<file path="config.mk">
export PLATFORM = sky130hd
export DESIGN_NAME = rf_rmw_initiator_flat
export DESIGN_NICKNAME = d
export VERILOG_FILES = /design/src/rtl/rf_rmw_initiator_if.sv /design/src/rtl/rf_rmw_initiator.sv /design/src/flat_wrapper.sv
export SDC_FILE = /design/constraint.sdc
export NUM_CORES = 1
export LEC_CHECK = 0
export CAP_MARGIN = 20
export CORE_ASPECT_RATIO = 0.7
export CORE_UTILIZATION = 40
export CTS_CLUSTER_DIAMETER = 40
export DETAILED_ROUTE_END_ITERATION = 16
export PLACE_DENSITY = 0.73
export SLEW_MARGIN = 20
export SYNTH_ARGS = -nofsm -noshare
export SYNTH_HDL_FRONTEND = slang
export SYNTH_SLANG_ARGS = --single-unit
</file>
<file path="constraint.sdc">
create_clock -name CLK -period 5.6 [get_ports CLK]
set_input_delay 1.12 -clock CLK [delete_from_list [all_inputs] [get_ports CLK]]
set_output_delay 1.12 -clock CLK [all_outputs]
set_load 0.005 [all_outputs]
</file>
<file path="src/rtl/rf_rmw_initiator_if.sv">
`default_nettype none
// ============================================================================
//  Module      : rf_rmw_initiator_if
//  Description : VALID/CONSUMED channel bundle between the read-modify-write
//                initiator (master) and its command source, result sink and
//                latency-insensitive register file (slave side).
//  Revision    : 1.0 - initial release
// ============================================================================
interface rf_rmw_initiator_if #(
    parameter int width = 32,
    parameter int n     = 5
) ();

    // Command channel
    logic [1:0]       CMD_OP;
    logic [n-1:0]     CMD_INDEX;
    logic [width-1:0] CMD_DATA;
    logic             CMD_VALID;
    logic             CMD_CONSUMED;

    // Register file read request channel
    logic [n-1:0]     READ_REQ_WRITE;
    logic             READ_REQ_WRITE_VALID;
    logic             READ_REQ_WRITE_CONSUMED;

    // Register file read response channel
    logic [width-1:0] READ_RESP_READ;
    logic             READ_RESP_READ_VALID;
    logic             READ_RESP_READ_CONSUMED;

    // Register file write token (three fields, accepted together)
    logic             WRITE_EN_WRITE;
    logic             WRITE_EN_WRITE_VALID;
    logic             WRITE_EN_WRITE_CONSUMED;
    logic [n-1:0]     WRITE_INDEX_WRITE;
    logic             WRITE_INDEX_WRITE_VALID;
    logic             WRITE_INDEX_WRITE_CONSUMED;
    logic [width-1:0] WRITE_DATA_WRITE;
    logic             WRITE_DATA_WRITE_VALID;
    logic             WRITE_DATA_WRITE_CONSUMED;

    // Result channel
    logic [width-1:0] RES_DATA;
    logic             RES_VALID;
    logic             RES_CONSUMED;

    // Status
    logic             BUSY;

    modport master (
        input  CMD_OP, CMD_INDEX, CMD_DATA, CMD_VALID,
        output CMD_CONSUMED,
        output READ_REQ_WRITE, READ_REQ_WRITE_VALID,
        input  READ_REQ_WRITE_CONSUMED,
        input  READ_RESP_READ, READ_RESP_READ_VALID,
        output READ_RESP_READ_CONSUMED,
        output WRITE_EN_WRITE, WRITE_EN_WRITE_VALID,
        input  WRITE_EN_WRITE_CONSUMED,
        output WRITE_INDEX_WRITE, WRITE_INDEX_WRITE_VALID,
        input  WRITE_INDEX_WRITE_CONSUMED,
        output WRITE_DATA_WRITE, WRITE_DATA_WRITE_VALID,
        input  WRITE_DATA_WRITE_CONSUMED,
        output RES_DATA, RES_VALID,
        input  RES_CONSUMED,
        output BUSY
    );

    modport slave (
        output CMD_OP, CMD_INDEX, CMD_DATA, CMD_VALID,
        input  CMD_CONSUMED,
        input  READ_REQ_WRITE, READ_REQ_WRITE_VALID,
        output READ_REQ_WRITE_CONSUMED,
        output READ_RESP_READ, READ_RESP_READ_VALID,
        input  READ_RESP_READ_CONSUMED,
        input  WRITE_EN_WRITE, WRITE_EN_WRITE_VALID,
        output WRITE_EN_WRITE_CONSUMED,
        input  WRITE_INDEX_WRITE, WRITE_INDEX_WRITE_VALID,
        output WRITE_INDEX_WRITE_CONSUMED,
        input  WRITE_DATA_WRITE, WRITE_DATA_WRITE_VALID,
        output WRITE_DATA_WRITE_CONSUMED,
        input  RES_DATA, RES_VALID,
        output RES_CONSUMED,
        input  BUSY
    );

endinterface
`default_nettype wire

</file>
<file path="src/rtl/rf_rmw_initiator.sv">
`default_nettype none
// ============================================================================
//  Module      : rf_rmw_initiator
//  Description : Atomic read-modify-write initiator for a latency-insensitive
//                register file. Accepts READ/WRITE/ADD/OR commands one at a
//                time, reads the target entry, issues exactly one write token
//                per consumed read response and returns the pre-update value.
//  Revision    : 1.0 - initial release
// ============================================================================
module rf_rmw_initiator #(
    parameter int width = 32,
    parameter int n     = 5
) (
    input  wire logic          CLK,
    input  wire logic          RST_N,
    rf_rmw_initiator_if.master bus
);

    localparam logic [1:0] OP_READ  = 2'd0;
    localparam logic [1:0] OP_WRITE = 2'd1;
    localparam logic [1:0] OP_ADD   = 2'd2;
    localparam logic [1:0] OP_OR    = 2'd3;

    typedef enum logic [1:0] {
        ST_IDLE   = 2'd0,
        ST_READ   = 2'd1,
        ST_FINISH = 2'd2
    } state_t;

    state_t           state;
    state_t           state_next;

    // Low during reset and for the cycle it is held, so no command is
    // accepted until the block has seen one clean edge out of reset.
    logic             armed;

    logic [1:0]       op;
    logic [n-1:0]     index;
    logic [width-1:0] operand;
    logic [width-1:0] old_val;
    logic [width-1:0] wr_data;
    logic             wr_en;

    logic             tok_done;
    logic             res_done;
    logic             tok_done_next;
    logic             res_done_next;

    logic             cmd_fire;
    logic             resp_fire;
    logic             tok_valid;
    logic             tok_fire;
    logic             res_valid;
    logic             res_fire;

    logic [width-1:0] new_data;
    logic             new_en;

    // The register file takes read requests without any completion tracking
    // on our side; the response channel alone advances the sequence.
    wire              unused_req_consumed = bus.READ_REQ_WRITE_CONSUMED;

    // ------------------------------------------------------------------
    // Channel decode: everything is a function of state and flags, except
    // the response consume which must follow the response valid directly.
    // ------------------------------------------------------------------
    assign tok_valid = (state == ST_FINISH) && !tok_done;
    assign res_valid = (state == ST_FINISH) && !res_done;

    assign bus.CMD_CONSUMED            = armed && (state == ST_IDLE);
    assign bus.READ_REQ_WRITE          = index;
    assign bus.READ_REQ_WRITE_VALID    = (state == ST_READ);
    assign bus.READ_RESP_READ_CONSUMED = (state == ST_READ) && bus.READ_RESP_READ_VALID;

    assign bus.WRITE_EN_WRITE             = wr_en;
    assign bus.WRITE_EN_WRITE_VALID       = tok_valid;
    assign bus.WRITE_INDEX_WRITE          = index;
    assign bus.WRITE_INDEX_WRITE_VALID    = tok_valid;
    assign bus.WRITE_DATA_WRITE           = wr_data;
    assign bus.WRITE_DATA_WRITE_VALID     = tok_valid;

    assign bus.RES_DATA  = old_val;
    assign bus.RES_VALID = res_valid;
    assign bus.BUSY      = (state != ST_IDLE);

    assign cmd_fire  = bus.CMD_VALID && bus.CMD_CONSUMED;
    assign resp_fire = bus.READ_RESP_READ_VALID && bus.READ_RESP_READ_CONSUMED;
    // The three token fields are always accepted together.
    assign tok_fire  = tok_valid
                    && bus.WRITE_EN_WRITE_CONSUMED
                    && bus.WRITE_INDEX_WRITE_CONSUMED
                    && bus.WRITE_DATA_WRITE_CONSUMED;
    assign res_fire  = res_valid && bus.RES_CONSUMED;

    // Modify step: new entry value and write enable from the old value.
    always_comb begin
        new_data = bus.READ_RESP_READ;
        new_en   = 1'b0;
        unique case (op)
            OP_READ: begin
                new_data = bus.READ_RESP_READ;
                new_en   = 1'b0;
            end
            OP_WRITE: begin
                new_data = operand;
                new_en   = 1'b1;
            end
            OP_ADD: begin
                new_data = bus.READ_RESP_READ + operand;
                new_en   = 1'b1;
            end
            OP_OR: begin
                new_data = bus.READ_RESP_READ | operand;
                new_en   = 1'b1;
            end
            default: begin
                new_data = bus.READ_RESP_READ;
                new_en   = 1'b0;
            end
        endcase
    end

    // Next-state and completion-flag logic for the command sequence.
    always_comb begin
        state_next    = state;
        tok_done_next = tok_done;
        res_done_next = res_done;
        unique case (state)
            ST_IDLE: begin
                if (cmd_fire) begin
                    state_next = ST_READ;
                end
            end
            ST_READ: begin
                if (resp_fire) begin
                    state_next = ST_FINISH;
                end
            end
            ST_FINISH: begin
                tok_done_next = tok_done || tok_fire;
                res_done_next = res_done || res_fire;
                if (tok_done_next && res_done_next) begin
                    state_next    = ST_IDLE;
                    tok_done_next = 1'b0;
                    res_done_next = 1'b0;
                end
            end
            default: begin
                state_next    = ST_IDLE;
                tok_done_next = 1'b0;
                res_done_next = 1'b0;
            end
        endcase
    end

    // State, completion flags and the post-reset arm bit.
    always_ff @(posedge CLK) begin
        if (!RST_N) begin
            state    <= ST_IDLE;
            tok_done <= 1'b0;
            res_done <= 1'b0;
            armed    <= 1'b0;
        end else begin
            state    <= state_next;
            tok_done <= tok_done_next;
            res_done <= res_done_next;
            armed    <= 1'b1;
        end
    end

    // Command latch on accept; old value and write token on read consume.
    always_ff @(posedge CLK) begin
        if (!RST_N) begin
            op      <= OP_READ;
            index   <= '0;
            operand <= '0;
            old_val <= '0;
            wr_data <= '0;
            wr_en   <= 1'b0;
        end else begin
            if (cmd_fire) begin
                op      <= bus.CMD_OP;
                index   <= bus.CMD_INDEX;
                operand <= bus.CMD_DATA;
            end
            if (resp_fire) begin
                old_val <= bus.READ_RESP_READ;
                wr_data <= new_data;
                wr_en   <= new_en;
            end
        end
    end

endmodule
`default_nettype wire

</file>
<file path="src/flat_wrapper.sv">
// flat-port wrapper written by rule: the top's interface ports become plain ports
module rf_rmw_initiator_flat 
#(
    parameter int width = 32,
    parameter int n     = 5
)
  (CLK, RST_N, bus_CMD_OP, bus_CMD_INDEX, bus_CMD_DATA, bus_CMD_VALID, bus_CMD_CONSUMED, bus_READ_REQ_WRITE, bus_READ_REQ_WRITE_VALID, bus_READ_REQ_WRITE_CONSUMED, bus_READ_RESP_READ, bus_READ_RESP_READ_VALID, bus_READ_RESP_READ_CONSUMED, bus_WRITE_EN_WRITE, bus_WRITE_EN_WRITE_VALID, bus_WRITE_EN_WRITE_CONSUMED, bus_WRITE_INDEX_WRITE, bus_WRITE_INDEX_WRITE_VALID, bus_WRITE_INDEX_WRITE_CONSUMED, bus_WRITE_DATA_WRITE, bus_WRITE_DATA_WRITE_VALID, bus_WRITE_DATA_WRITE_CONSUMED, bus_RES_DATA, bus_RES_VALID, bus_RES_CONSUMED, bus_BUSY);
  rf_rmw_initiator_if #(.width(width), .n(n)) bus_i ();
  input  wire logic CLK;
  input  wire logic RST_N;
  input wire logic [$bits(bus_i.CMD_OP)-1:0] bus_CMD_OP;
  input wire logic [$bits(bus_i.CMD_INDEX)-1:0] bus_CMD_INDEX;
  input wire logic [$bits(bus_i.CMD_DATA)-1:0] bus_CMD_DATA;
  input wire logic [$bits(bus_i.CMD_VALID)-1:0] bus_CMD_VALID;
  output wire logic [$bits(bus_i.CMD_CONSUMED)-1:0] bus_CMD_CONSUMED;
  output wire logic [$bits(bus_i.READ_REQ_WRITE)-1:0] bus_READ_REQ_WRITE;
  output wire logic [$bits(bus_i.READ_REQ_WRITE_VALID)-1:0] bus_READ_REQ_WRITE_VALID;
  input wire logic [$bits(bus_i.READ_REQ_WRITE_CONSUMED)-1:0] bus_READ_REQ_WRITE_CONSUMED;
  input wire logic [$bits(bus_i.READ_RESP_READ)-1:0] bus_READ_RESP_READ;
  input wire logic [$bits(bus_i.READ_RESP_READ_VALID)-1:0] bus_READ_RESP_READ_VALID;
  output wire logic [$bits(bus_i.READ_RESP_READ_CONSUMED)-1:0] bus_READ_RESP_READ_CONSUMED;
  output wire logic [$bits(bus_i.WRITE_EN_WRITE)-1:0] bus_WRITE_EN_WRITE;
  output wire logic [$bits(bus_i.WRITE_EN_WRITE_VALID)-1:0] bus_WRITE_EN_WRITE_VALID;
  input wire logic [$bits(bus_i.WRITE_EN_WRITE_CONSUMED)-1:0] bus_WRITE_EN_WRITE_CONSUMED;
  output wire logic [$bits(bus_i.WRITE_INDEX_WRITE)-1:0] bus_WRITE_INDEX_WRITE;
  output wire logic [$bits(bus_i.WRITE_INDEX_WRITE_VALID)-1:0] bus_WRITE_INDEX_WRITE_VALID;
  input wire logic [$bits(bus_i.WRITE_INDEX_WRITE_CONSUMED)-1:0] bus_WRITE_INDEX_WRITE_CONSUMED;
  output wire logic [$bits(bus_i.WRITE_DATA_WRITE)-1:0] bus_WRITE_DATA_WRITE;
  output wire logic [$bits(bus_i.WRITE_DATA_WRITE_VALID)-1:0] bus_WRITE_DATA_WRITE_VALID;
  input wire logic [$bits(bus_i.WRITE_DATA_WRITE_CONSUMED)-1:0] bus_WRITE_DATA_WRITE_CONSUMED;
  output wire logic [$bits(bus_i.RES_DATA)-1:0] bus_RES_DATA;
  output wire logic [$bits(bus_i.RES_VALID)-1:0] bus_RES_VALID;
  input wire logic [$bits(bus_i.RES_CONSUMED)-1:0] bus_RES_CONSUMED;
  output wire logic [$bits(bus_i.BUSY)-1:0] bus_BUSY;
  assign bus_i.CMD_OP = bus_CMD_OP;
  assign bus_i.CMD_INDEX = bus_CMD_INDEX;
  assign bus_i.CMD_DATA = bus_CMD_DATA;
  assign bus_i.CMD_VALID = bus_CMD_VALID;
  assign bus_CMD_CONSUMED = bus_i.CMD_CONSUMED;
  assign bus_READ_REQ_WRITE = bus_i.READ_REQ_WRITE;
  assign bus_READ_REQ_WRITE_VALID = bus_i.READ_REQ_WRITE_VALID;
  assign bus_i.READ_REQ_WRITE_CONSUMED = bus_READ_REQ_WRITE_CONSUMED;
  assign bus_i.READ_RESP_READ = bus_READ_RESP_READ;
  assign bus_i.READ_RESP_READ_VALID = bus_READ_RESP_READ_VALID;
  assign bus_READ_RESP_READ_CONSUMED = bus_i.READ_RESP_READ_CONSUMED;
  assign bus_WRITE_EN_WRITE = bus_i.WRITE_EN_WRITE;
  assign bus_WRITE_EN_WRITE_VALID = bus_i.WRITE_EN_WRITE_VALID;
  assign bus_i.WRITE_EN_WRITE_CONSUMED = bus_WRITE_EN_WRITE_CONSUMED;
  assign bus_WRITE_INDEX_WRITE = bus_i.WRITE_INDEX_WRITE;
  assign bus_WRITE_INDEX_WRITE_VALID = bus_i.WRITE_INDEX_WRITE_VALID;
  assign bus_i.WRITE_INDEX_WRITE_CONSUMED = bus_WRITE_INDEX_WRITE_CONSUMED;
  assign bus_WRITE_DATA_WRITE = bus_i.WRITE_DATA_WRITE;
  assign bus_WRITE_DATA_WRITE_VALID = bus_i.WRITE_DATA_WRITE_VALID;
  assign bus_i.WRITE_DATA_WRITE_CONSUMED = bus_WRITE_DATA_WRITE_CONSUMED;
  assign bus_RES_DATA = bus_i.RES_DATA;
  assign bus_RES_VALID = bus_i.RES_VALID;
  assign bus_i.RES_CONSUMED = bus_RES_CONSUMED;
  assign bus_BUSY = bus_i.BUSY;
  rf_rmw_initiator #(.width(width), .n(n)) u_core (.CLK(CLK), .RST_N(RST_N), .bus(bus_i));
endmodule
</file>
Word-level counts from Yosys, hierarchy flattened
Index checks and enable logic that the tools add are counted.

Bits in registers: 109. Logic and storage cells: 52.

Bitwise logic cells: 1. Equality and inequality tests: 8. Mux-type cells: 11. Add/subtract/negate cells: 1. Reduce and logical (&&, ||, !) cells: 21.

Operators by type and width (count): case mux 32 bit (4 select lines) (1); adder 32 bit (1); bitwise OR 32 bit (1); logical AND 1 bit (11); == test 2 bit (second input constant) (3); 2-to-1 mux 2 bit (3); case mux 1 bit (2 select lines) (3); case mux 2 bit (3 select lines) (1); == test 2 x 1 -> 1 bit (second input constant) (2); zero test 2 bit (2); inequality test 2 x 1 -> 1 bit (second input constant) (2); 2-to-1 mux 1 bit (3); AND reduction 3 bit (1); OR reduction 3 bit (1); zero test 1 bit (2); logical OR 1 bit (2); inequality test 2 bit (second input constant) (1); nonzero test 2 bit (1); OR reduction 2 bit (1).

Longest topological paths before layout
Depth after elaboration: 9. Mapped depth: 11.

Worst setup path after synthesis
No wires, ideal clock.

Path kind: input to register. Start: input port bus_READ_RESP_READ[0]. End: register u_core.wr_data[30] (netlist: u_core.bus.WRITE_DATA_WRITE[30]). Buffers on the path: 0. Slack: 2.304 ns. Data required time: 5.484 ns. Arrival time: 3.180 ns. Stages on the path: 11. Cells stage by stage: ha_1 > inv_1 > fa_1 > nor2b_1 > o2111ai_1 > a21oi_2 > nor3_2 > o311a_1 > or3b_1 > a21oi_1 > o21ai_1.

Word-level cells in the longest chain between the ends: 2.

RTL lines: start: declaration (RTL line flat_wrapper.sv:19) `input wire logic [$bits(bus_i.READ_RESP_READ)-1:0] bus_READ_RESP_READ;`; adder 32 bit (RTL line rf_rmw_initiator.sv:109) `new_data = bus.READ_RESP_READ + operand;`; case mux 32 bit (4 select lines) (RTL line rf_rmw_initiator.sv:99) `unique case (op)`; end signal: assignment (RTL line rf_rmw_initiator.sv:188) `wr_data <= new_data;`; end: declaration (RTL line rf_rmw_initiator.sv:41) `logic [width-1:0] wr_data;`.

Every way passes these cells. A chain may end at the register's enable or synchronous reset.

Worst setup path after layout
Start: input port bus_READ_RESP_READ[4]. End: register u_core.wr_data[31] (netlist: u_core.bus.WRITE_DATA_WRITE[31]).

Same word-level chain as after synthesis.

==> flow_metrics.env <==
export IMPL_layout_cell_area_non_filler_sq_um=9190
export IMPL_detailedPlace_worstSlack_ns=1.32
export IMPL_root_buffer="clkbuf_16"
export IMPL_grt_first_pass_wirelength_um=32300
export IMPL_synth_avg_cell_area_sq_um=7.93
export IMPL_crit_chain="clkdlybuf4s50_1 -> inv_1 -> ha_1 -> a21o_1 -> a31oi_1 -> a311oi_1 -> o22ai_1 -> nor4_1 -> a211o_1 -> a41o_1 -> a31oi_1"
export IMPL_status="finished, final reports clean"
export IMPL_cp_slowest_cell="clkdlybuf4s50_1"
export IMPL_synthTopCellsByCount="nand2_1, dfxtp_1, a21boi_0, inv_1, ha_1"
export IMPL_fin_setup_tns_ns=0
export IMPL_drv_slew=0
export IMPL_number_of_drc_markers_in_iteration_0=412
export IMPL_cp_slowest_stage_delay_ns=0.56
export IMPL_final_period_minus_worst_setup_slack_ns=4.02
export IMPL_height_of_the_die_um=115
export IMPL_postCtsResizedCells=0
export IMPL_synth_most_common_cell="nand2_1"
export IMPL_cts_made_buffers=9
export IMPL_post_drt_wl_per_cell_um=16.1
export IMPL_setup_repair_after_global_routing_missed_its_margin="no"
export IMPL_slew_headroom_pct=33.3
export IMPL_track_usage_pct=22.0
export IMPL_postCtsHoldBufs=0
export IMPL_critPathKind="in -> reg"
export IMPL_timing_max_cap_violations=0
export IMPL_cts_max_path_buffers=2
export IMPL_layout_nets=1173
export IMPL_synth_seq_area_share_pct=30.1
export IMPL_worst_path_most_repeated_cell="a31oi_1"
export IMPL_tritoncts="built"
export IMPL_grt_antenna_before_repair=0
export IMPL_post_route_ant_nets=0
export IMPL_dr_pass1_iters=5
export IMPL_critPathArrivalTime_ns=4.30
export IMPL_synthDominantCellAreaShare_pct=30.1
export IMPL_hold_removal_path_class="reg -> reg"
export IMPL_num_antenna_cells=0
export IMPL_max_freq_mhz=249
export IMPL_netlist_top_cells_area="dfxtp_1, ha_1, nand2_1, a21boi_0, inv_1"
export IMPL_synthesis_yosys_warnings=0
export IMPL_worstSkewPairLatency_ns=0.36
export IMPL_critPathLaunchType="primary input"
export IMPL_post_route_period_util_pct=71.7
export IMPL_async_reset_ff_share_pct=0
export IMPL_wp_data_required_ns=5.89
export IMPL_globalplace_congestion=0.885
export IMPL_grt_start_max_net_pins=72
export IMPL_routed_via_density=5.26
export IMPL_area_delta_synth_final_pct=26.9
export IMPL_worst_pin_slew_ns=1.00
export IMPL_finalWorstSetupSlack_ns=1.58
export IMPL_power_density_nw_per_um2=212
export IMPL_fp_coreArea_sq_um=17400
export IMPL_timing_critical_path_to_type="flop"
export IMPL_count_of_h_tree_levels_built_during_cts=3
export IMPL_placed_cell_area_sq_um=8880
export IMPL_cts_sink_count=109
export IMPL_detailroute_via_count=6644
export IMPL_clock_transition_time_at_the_flip_flop_clock_pins_of_the_worst_setup_and_hold_paths_ns=0.07
export IMPL_timing_hold_violations_final=0
export IMPL_synth_seq_cells=109
export IMPL_dieArea_sq_um=18700
export IMPL_synth_edf_count=0
export IMPL_starting_density_of_the_core_pct=41.6
export IMPL_fin_skew_ns=0.00903
export IMPL_syn_inst=913
export IMPL_drcViolationCount=0
export IMPL_syn_num_nets=1057
export IMPL_place_port_buffers=161
export IMPL_routed_wirelength_um=20300
export IMPL_io_pins=163
export IMPL_ys_types=68
export IMPL_worst_path_max_fanout=5
export IMPL_post_synth_design_cell_area_sq_um=7240
export IMPL_grt_pass1_vias=6177
export IMPL_synthDominantAreaCellType="dfxtp_1"
export IMPL_max_vdd_ir_drop_mv=0.132
export IMPL_setup_violations_final=0
export IMPL_postSynth_topFlopCell="dfxtp_1"
export IMPL_total_leakage_power_uw=0.00359
export IMPL_post_cts_setup_buffer_count=0
export IMPL_post_route_cells_drive_above_1_share_pct=4.45
export IMPL_grt_ovfl_total=0
export IMPL_hpwl_um=14500
export IMPL_x_dimension_of_the_die_um=163
export IMPL_core_rowCount=40
-- cells by family after synthesis --
logic type / synth area share [%]
adder cells (fa/ha/maj): 11.2
AND/OR/NAND/NOR: 17.2
multiplexers: 5.11
AO/OA/AOI/OAI: 25.0
XOR/XNOR: 3.02
buffers and inverters: 8.36
flip-flops: 30.1
-- where the power goes --
group	switching [uW]	internal [uW]	total, uW
registers	23.5	803	827
logic	220	204	424
clock network	296	402	697
-- stage by stage --
stage	utilization [%]	hold slack (ns)	instances	power (uW)
2_1_floorplan	-	0.444	913	1100
3_3_place_gp	51.0	0.443	1249	1260
3_5_place_dp	51.0	0.454	1249	1270
4_1_cts	52.8	0.467	1264	1960
5_1_grt	52.8	0.486	1264	2040
6_report	52.8	0.463	1264	1950
-- area by class of cell --
cell class,count,area (sq um)
fill,1663,8220
multi-input combinational,665,4460
sequential,109,2180
timing repair buffer,169,1670
tap,231,289
inverter,75,282
clock buffer,11,243
clock inverter,4,72.6
-- sequential cells by signal, indices dropped and copies added (netlist names) --
| register | cells |
|---|---|
| u_core.bus.WRITE_DATA_WRITE | 32 |
| u_core.op | 2 |
| u_core.bus.READ_REQ_WRITE | 5 |
| u_core.bus.WRITE_EN_WRITE | 1 |
| u_core.state | 2 |
| u_core.res_done | 1 |
| u_core.armed | 1 |
| u_core.operand | 32 |
| u_core.bus.RES_DATA | 32 |
| u_core.tok_done | 1 |
-- path summary, 6_finish.rpt --
path,from,to,slack (ns),cells past startpoint
worst max-delay path,bus_READ_RESP_READ[4],u_core.bus.WRITE_DATA_WRITE[31],1.58,11
worst min-delay path,u_core.bus.WRITE_DATA_WRITE[30],u_core.bus.WRITE_DATA_WRITE[30],0.46,2
worst max register to register,u_core.operand[0],u_core.bus.WRITE_DATA_WRITE[30],2.55,11
worst min register to register,u_core.bus.WRITE_DATA_WRITE[30],u_core.bus.WRITE_DATA_WRITE[30],0.46,2
-- layout by cell type (no fill, tap or decap), types with 17 or more instances in the layout --
| master | synthesis | routed |
|---|---|---|
| a21boi_0 | 77 | 77 |
| a21oi_1 | 43 | 43 |
| nor2_1 | 26 | 26 |
| nand2_1 | 209 | 208 |
| mux2i_1 | 19 | 19 |
| ha_1 | 63 | 63 |
| inv_1 | 75 | 74 |
| dfxtp_1 | 109 | 108 |
| a21o_1 | 17 | 17 |
| clkdlybuf4s50_1 | 0 | 160 |
| o21ai_0 | 31 | 31 |
-- critical path, delay by kind of cell --
family | cells | cell delay [ns]
adder cells (fa/ha/maj) | 1 | 0.38
AO/OA/AOI/OAI | 7 | 2.03
buffers and inverters | 2 | 0.62
AND/OR/NAND/NOR | 1 | 0.15
-- layer usage --
| layer | wire (um) | up-vias | track usage, % |
|---|---|---|---|
| li1 | - | 3333 | - |
| met1 | 10100 | 3112 | 31.2 |
| met2 | 8770 | 190 | 33.9 |
| met3 | 1290 | 9 | 5.03 |
| met4 | 123 | 0 | 4.05 |
| met5 | 0 | - | 0 |
(Power assumes the default switching activity.)
